==> config.mk <==
export PLATFORM = sky130hd
export DESIGN_NAME = cmd_frame_parser
export DESIGN_NICKNAME = d
export VERILOG_FILES = /design/src/rtl/cmd_frame_parser.sv
export SDC_FILE = /design/constraint.sdc
export NUM_CORES = 1
export LEC_CHECK = 0
export BUFFER_PORTS_ARGS = -buffer_cell sky130_fd_sc_hd__buf_2
export CAP_MARGIN = 25
export CORE_AREA = 2 2 93 95
export CTS_CLUSTER_SIZE = 28
export DETAILED_ROUTE_END_ITERATION = 12
export DIE_AREA = 0 0 95 97
export GPL_TIMING_DRIVEN = 0
export PLACE_DENSITY = 0.68
export SETUP_SLACK_MARGIN = 0.3
export SYNTH_ARGS = -nofsm -noshare
export SYNTH_HDL_FRONTEND = slang
export SYNTH_SLANG_ARGS = --single-unit
==> constraint.sdc <==
create_clock -name clk -period 5.1 [get_ports clk]
set_input_delay 0.51 -clock clk [delete_from_list [all_inputs] [get_ports clk]]
set_output_delay 0.51 -clock clk [all_outputs]
set_load 0.02 [all_outputs]
==> src/rtl/cmd_frame_parser.sv <==
// Assembles UART bytes into [A5, CMD, LEN, PAYLOAD, CHK] frames, checks them, and presents good frames.
// Latency: cmd_valid rises 1 cycle after the CHK byte; err strobes 1 cycle after the offending byte or timeout.
// Backpressure: the frame is held while cmd_ready is low; bytes arriving then are dropped with an overrun error.
//
// Ports:
//   clk, reset                  clock, synchronous active-high reset
//   byte_in, byte_valid         received byte stream, one strobe per byte, no backpressure
//   cmd_valid, cmd_ready        frame handshake
//   cmd_code, cmd_len           CMD byte and payload length of the held frame
//   cmd_payload                 payload byte i at [8i+7:8i], unused bytes zero
//   err_valid, err_code         one-cycle error strobe: 1 bad CHK, 2 LEN too big, 3 timeout, 4 overrun
module cmd_frame_parser #(
  parameter int MAX_LEN        = 4,
  parameter int TIMEOUT_CYCLES = 1200000,
  localparam int LEN_W         = $clog2(MAX_LEN + 1),
  localparam int TMO_W         = $clog2(TIMEOUT_CYCLES + 1)
) (
  input  logic                   clk,
  input  logic                   reset,
  input  logic [7:0]             byte_in,
  input  logic                   byte_valid,
  output logic                   cmd_valid,
  input  logic                   cmd_ready,
  output logic [7:0]             cmd_code,
  output logic [LEN_W-1:0]       cmd_len,
  output logic [8*MAX_LEN-1:0]   cmd_payload,
  output logic                   err_valid,
  output logic [2:0]             err_code
);

  localparam logic [7:0]       SOF       = 8'hA5;
  localparam logic [7:0]       MAX_LEN_B = 8'(MAX_LEN);
  localparam logic [LEN_W-1:0] LEN_ONE   = LEN_W'(1);
  localparam logic [TMO_W-1:0] TMO_ONE   = TMO_W'(1);
  localparam logic [TMO_W-1:0] TMO_LAST  = TMO_W'(TIMEOUT_CYCLES - 1);

  localparam logic [2:0] ERR_CHK     = 3'd1;
  localparam logic [2:0] ERR_LEN     = 3'd2;
  localparam logic [2:0] ERR_TIMEOUT = 3'd3;
  localparam logic [2:0] ERR_OVERRUN = 3'd4;

  typedef enum logic [2:0] {
    S_IDLE, S_CMD, S_LEN, S_PAYLOAD, S_CHK, S_HOLD
  } state_t;

  state_t               state_q, state_d;
  logic [7:0]           code_q, code_d;
  logic [LEN_W-1:0]     len_q, len_d;
  logic [LEN_W-1:0]     idx_q, idx_d;
  logic [8*MAX_LEN-1:0] payload_q, payload_d;
  logic [7:0]           chk_q, chk_d;
  logic [TMO_W-1:0]     tmo_q, tmo_d;
  logic                 err_vld_q, err_vld_d;
  logic [2:0]           err_code_q, err_code_d;
  logic                 in_frame;

  // Only the mid-frame states are subject to the inter-byte timeout.
  assign in_frame = (state_q == S_CMD) || (state_q == S_LEN) ||
                    (state_q == S_PAYLOAD) || (state_q == S_CHK);

  always_comb begin
    state_d    = state_q;
    code_d     = code_q;
    len_d      = len_q;
    idx_d      = idx_q;
    payload_d  = payload_q;
    chk_d      = chk_q;
    err_vld_d  = 1'b0;
    err_code_d = 3'd0;

    if (in_frame && !byte_valid) begin
      tmo_d = tmo_q + TMO_ONE;
    end else begin
      tmo_d = '0;
    end

    case (state_q)
      S_IDLE: begin
        if (byte_valid && byte_in == SOF) begin
          state_d = S_CMD;
        end
      end
      S_CMD: begin
        if (byte_valid) begin
          code_d    = byte_in;
          payload_d = '0;
          chk_d     = byte_in;
          state_d   = S_LEN;
        end
      end
      S_LEN: begin
        if (byte_valid) begin
          if (byte_in > MAX_LEN_B) begin
            err_vld_d  = 1'b1;
            err_code_d = ERR_LEN;
            state_d    = S_IDLE;
          end else begin
            len_d   = byte_in[LEN_W-1:0];
            chk_d   = chk_q ^ byte_in;
            idx_d   = '0;
            state_d = (byte_in == 8'd0) ? S_CHK : S_PAYLOAD;
          end
        end
      end
      S_PAYLOAD: begin
        if (byte_valid) begin
          for (int i = 0; i < MAX_LEN; i++) begin
            if (idx_q == LEN_W'(i)) begin
              payload_d[8*i +: 8] = byte_in;
            end
          end
          chk_d = chk_q ^ byte_in;
          idx_d = idx_q + LEN_ONE;
          if (idx_q == len_q - LEN_ONE) begin
            state_d = S_CHK;
          end
        end
      end
      S_CHK: begin
        if (byte_valid) begin
          if (byte_in == chk_q) begin
            state_d = S_HOLD;
          end else begin
            err_vld_d  = 1'b1;
            err_code_d = ERR_CHK;
            state_d    = S_IDLE;
          end
        end
      end
      S_HOLD: begin
        if (cmd_ready) begin
          // A byte in the accepting cycle is treated as if already back in IDLE.
          state_d = (byte_valid && byte_in == SOF) ? S_CMD : S_IDLE;
        end else if (byte_valid) begin
          err_vld_d  = 1'b1;
          err_code_d = ERR_OVERRUN;
        end
      end
      default: state_d = S_IDLE;
    endcase

    // A silent cycle at the last count abandons the partial frame.
    if (in_frame && !byte_valid && tmo_q == TMO_LAST) begin
      err_vld_d  = 1'b1;
      err_code_d = ERR_TIMEOUT;
      state_d    = S_IDLE;
      tmo_d      = '0;
    end
  end

  always_ff @(posedge clk) begin
    if (reset) begin
      state_q    <= S_IDLE;
      code_q     <= '0;
      len_q      <= '0;
      idx_q      <= '0;
      payload_q  <= '0;
      chk_q      <= '0;
      tmo_q      <= '0;
      err_vld_q  <= 1'b0;
      err_code_q <= 3'd0;
    end else begin
      state_q    <= state_d;
      code_q     <= code_d;
      len_q      <= len_d;
      idx_q      <= idx_d;
      payload_q  <= payload_d;
      chk_q      <= chk_d;
      tmo_q      <= tmo_d;
      err_vld_q  <= err_vld_d;
      err_code_q <= err_code_d;
    end
  end

  assign cmd_valid   = (state_q == S_HOLD);
  assign cmd_code    = code_q;
  assign cmd_len     = len_q;
  assign cmd_payload = payload_q;
  assign err_valid   = err_vld_q;
  assign err_code    = err_code_q;

endmodule

==> metrics.cfg <==
[cts]
cts-root-buf=clkbuf_8
cts_buffers=9
post_cts_resized=0
cts.clk_slew.worst_paths_ns=0.08
cts_buffer_depth=2
cts_tree=done
hold_buffers=0
clock_sinks=82
post_cts_buffers=0
clk_latency_ns=0.35
cts_htree_levels=3

[die]
die_h_um=97
num_rows=33
dieArea_mm2=0.009215
ios=60
fp.dieW_um=95
core_area_mm2=0.008134
start_util_pct=47.25

[critical_path]
cp-start-kind=flip-flop
cp_slowest_stage_delay_ns=0.46
cp_slowest_cell=nor2_1
crit_type=reg -> reg
crit_chain=clkbuf_8, inv_1, nand3_1, clkbuf_1, nor2_1, nand2_1, a21oi_1
crit_fanout=10
end_kind=flip-flop
crit_arrival_ns=2.27
r2r_setup_slack_ns=3.11
required_ns=5.38

[placed_design]
placed_area_mm2=0.004240
hpwlAfterDp_um=6515
place.gp.congestion=0.8650
port_buffers=53

[sta]
clock.fmax_mhz=502.4
relSlewSlack_pct=53.24
rsz0062_at_grt=false
maxSlewViolCount=0
setup_viol=0
hold_viol=0
finalSetupTns_ns=0
finalCritPeriodShare_pct=39.03
worst_pin_slew_ns=0.7014
finClkSkew_ns=0.007581
hold_slack_ns=0.4215
fin_crit_ns=1.990

[pwr]
peakVddDrop_uv=182.7
power_mw=1.279
power.leakage_nw=1.750
power.density_mw_per_mm2=287.7

[drt]
dr.first_iter.drc_count=205
met1_length_um=4172
route.vias.total=3240
totalWireLength_um=9058
met3WireLength_um=531
antenna_left=0
wl_per_cell_um=15.12
viasPerCell=5.409
first_pass_iters=6
wl_met2_um=4227
top_layer_used=met4
drc=0

[grt]
grt_pass1_vias=3147
grt_max_degree=14
grt_pass1_wl_um=14920
overflow=0
grt_usage_pct=20.40
antenna_found_initial=0

[layout]
multi_input_area_mm2=0.001987
diodes=0
final_cell_area_mm2=0.004446
drive_above_1_share_pct=19.84
seqCellArea_mm2=0.001642
area_growth_pct=15.66
utilization_pct=54.65
nFillCells=724
fin_nets=510

[synth]
syn_area_mm2=0.003844
synth-edff-count=0
synthArstFlopShare_pct=0
yosys_most_used_dff=dfxtp_1
ys_types=50
synth_cells=427
ys_warn_count=0
syn-mean-instance-area_um2=9.002
synthTopCellsByArea=dfxtp_1 43%, mux2i_1 9.1%, nor2_1 7.5%
yosysTopAreaCell=dfxtp_1
synth_most_common_cell=dfxtp_1
syn-num-nets=446
synth-seq-cells=82
synthDominantCellAreaShare_pct=42.71
synthTopCellsByCount=82 x dfxtp_1, 77 x nor2_1, 35 x mux2i_1
yosysSeqAreaShare_pct=42.71

[worst_hold_path]
min_path_type=in -> reg

[flow_run]
cap_violations=0

[run_status]
status=complete, no violations

cells in the final DEF (no fill, tap or decap), drive strengths merged, types with 2 or more instances in the layout:
| master | count |
|---|---|
| dfxtp | 82 |
| nor2 | 77 |
| buf | 64 |
| mux2i | 35 |
| nand2 | 27 |
| a21oi | 25 |
| o21ai | 21 |
| clkbuf | 21 |
| xor2 | 20 |
| and3 | 13 |
| nand3 | 12 |
| nor3 | 11 |
| inv | 10 |
| xnor2 | 9 |
| nor4 | 9 |
| o211ai | 8 |
| nand4 | 7 |
| ha | 7 |
| a31oi | 4 |
| and4 | 3 |
| nand2b | 2 |
| o211a | 2 |
| bufinv | 2 |
| and2 | 2 |
| or3 | 2 |
| clkinv | 2 |
worst max-delay path, delay by kind of cell, from the launching register on:
kind | cells | cell delay (ns)
and+or+nand+nor | 3 | 0.85
buffers and inverters | 3 | 0.62
DFF | 1 | 0.31
AOI/OAI and AO/OA | 1 | 0.13
power breakdown:
group / internal [mW] / leakage, nW / switching [mW] / total (mW)
Sequential: 0.648 / 0.661 / 0.00711 / 0.655
Clock: 0.270 / 0.101 / 0.231 / 0.501
Combinational: 0.0431 / 0.989 / 0.0794 / 0.123
Total: 0.961 / 1.75 / 0.317 / 1.28
path summary, 6_finish.rpt:
check,from,end,cells past startpoint
max,state_q[2]$_SDFFE_PP0P_,cmd_code[1]$_SDFFE_PP0P_,7
min,byte_in[2],cmd_code[2]$_SDFFE_PP0P_,3
max reg2reg,state_q[2]$_SDFFE_PP0P_,cmd_code[1]$_SDFFE_PP0P_,7
min reg2reg,cmd_code[2]$_SDFFE_PP0P_,cmd_code[2]$_SDFFE_PP0P_,2
per-stage QoR:
stage,setup WS [ns],instances
after global routing,2.910,599
after floorplan,3.228,427
after global placement,2.969,585
final,3.110,599
after detailed placement,2.931,585
after CTS,3.104,599
kinds of logic after synthesis:
group / after synthesis / share of synthesized area, %
compound gates: 69 / 11.65
xor+xnor: 30 / 7.227
fa+ha+maj: 7 / 2.279
buf+inv: 34 / 5.599
flops: 82 / 42.71
mux: 35 / 9.115
simple gates: 170 / 21.42
metal layers:
layer	vias to the layer above	GRT usage [%]
met5	-	0
met4	0	7.915
met3	13	5.218
met2	94	31.70
met1	1519	26.94
li1	1614	-
cell type report:
class | instances | area share (%)
Multi-Input combinational cell | 311 | 44.69
Sequential cell | 82 | 36.93
Timing Repair Buffer | 53 | 5.967
Buffer | 24 | 3.997
Tap cell | 105 | 2.955
Clock buffer | 9 | 2.786
Clock inverter | 5 | 1.829
Inverter | 10 | 0.8444
sequential cells by signal (all words and copies together) (netlist names):
name / flops
cmd_len: 3
tmo_q: 21
state_q: 3
cmd_code: 8
err_code: 3
idx_q: 3
err_valid: 1
cmd_payload: 32
chk_q: 8
(Power assumes the default switching activity.)
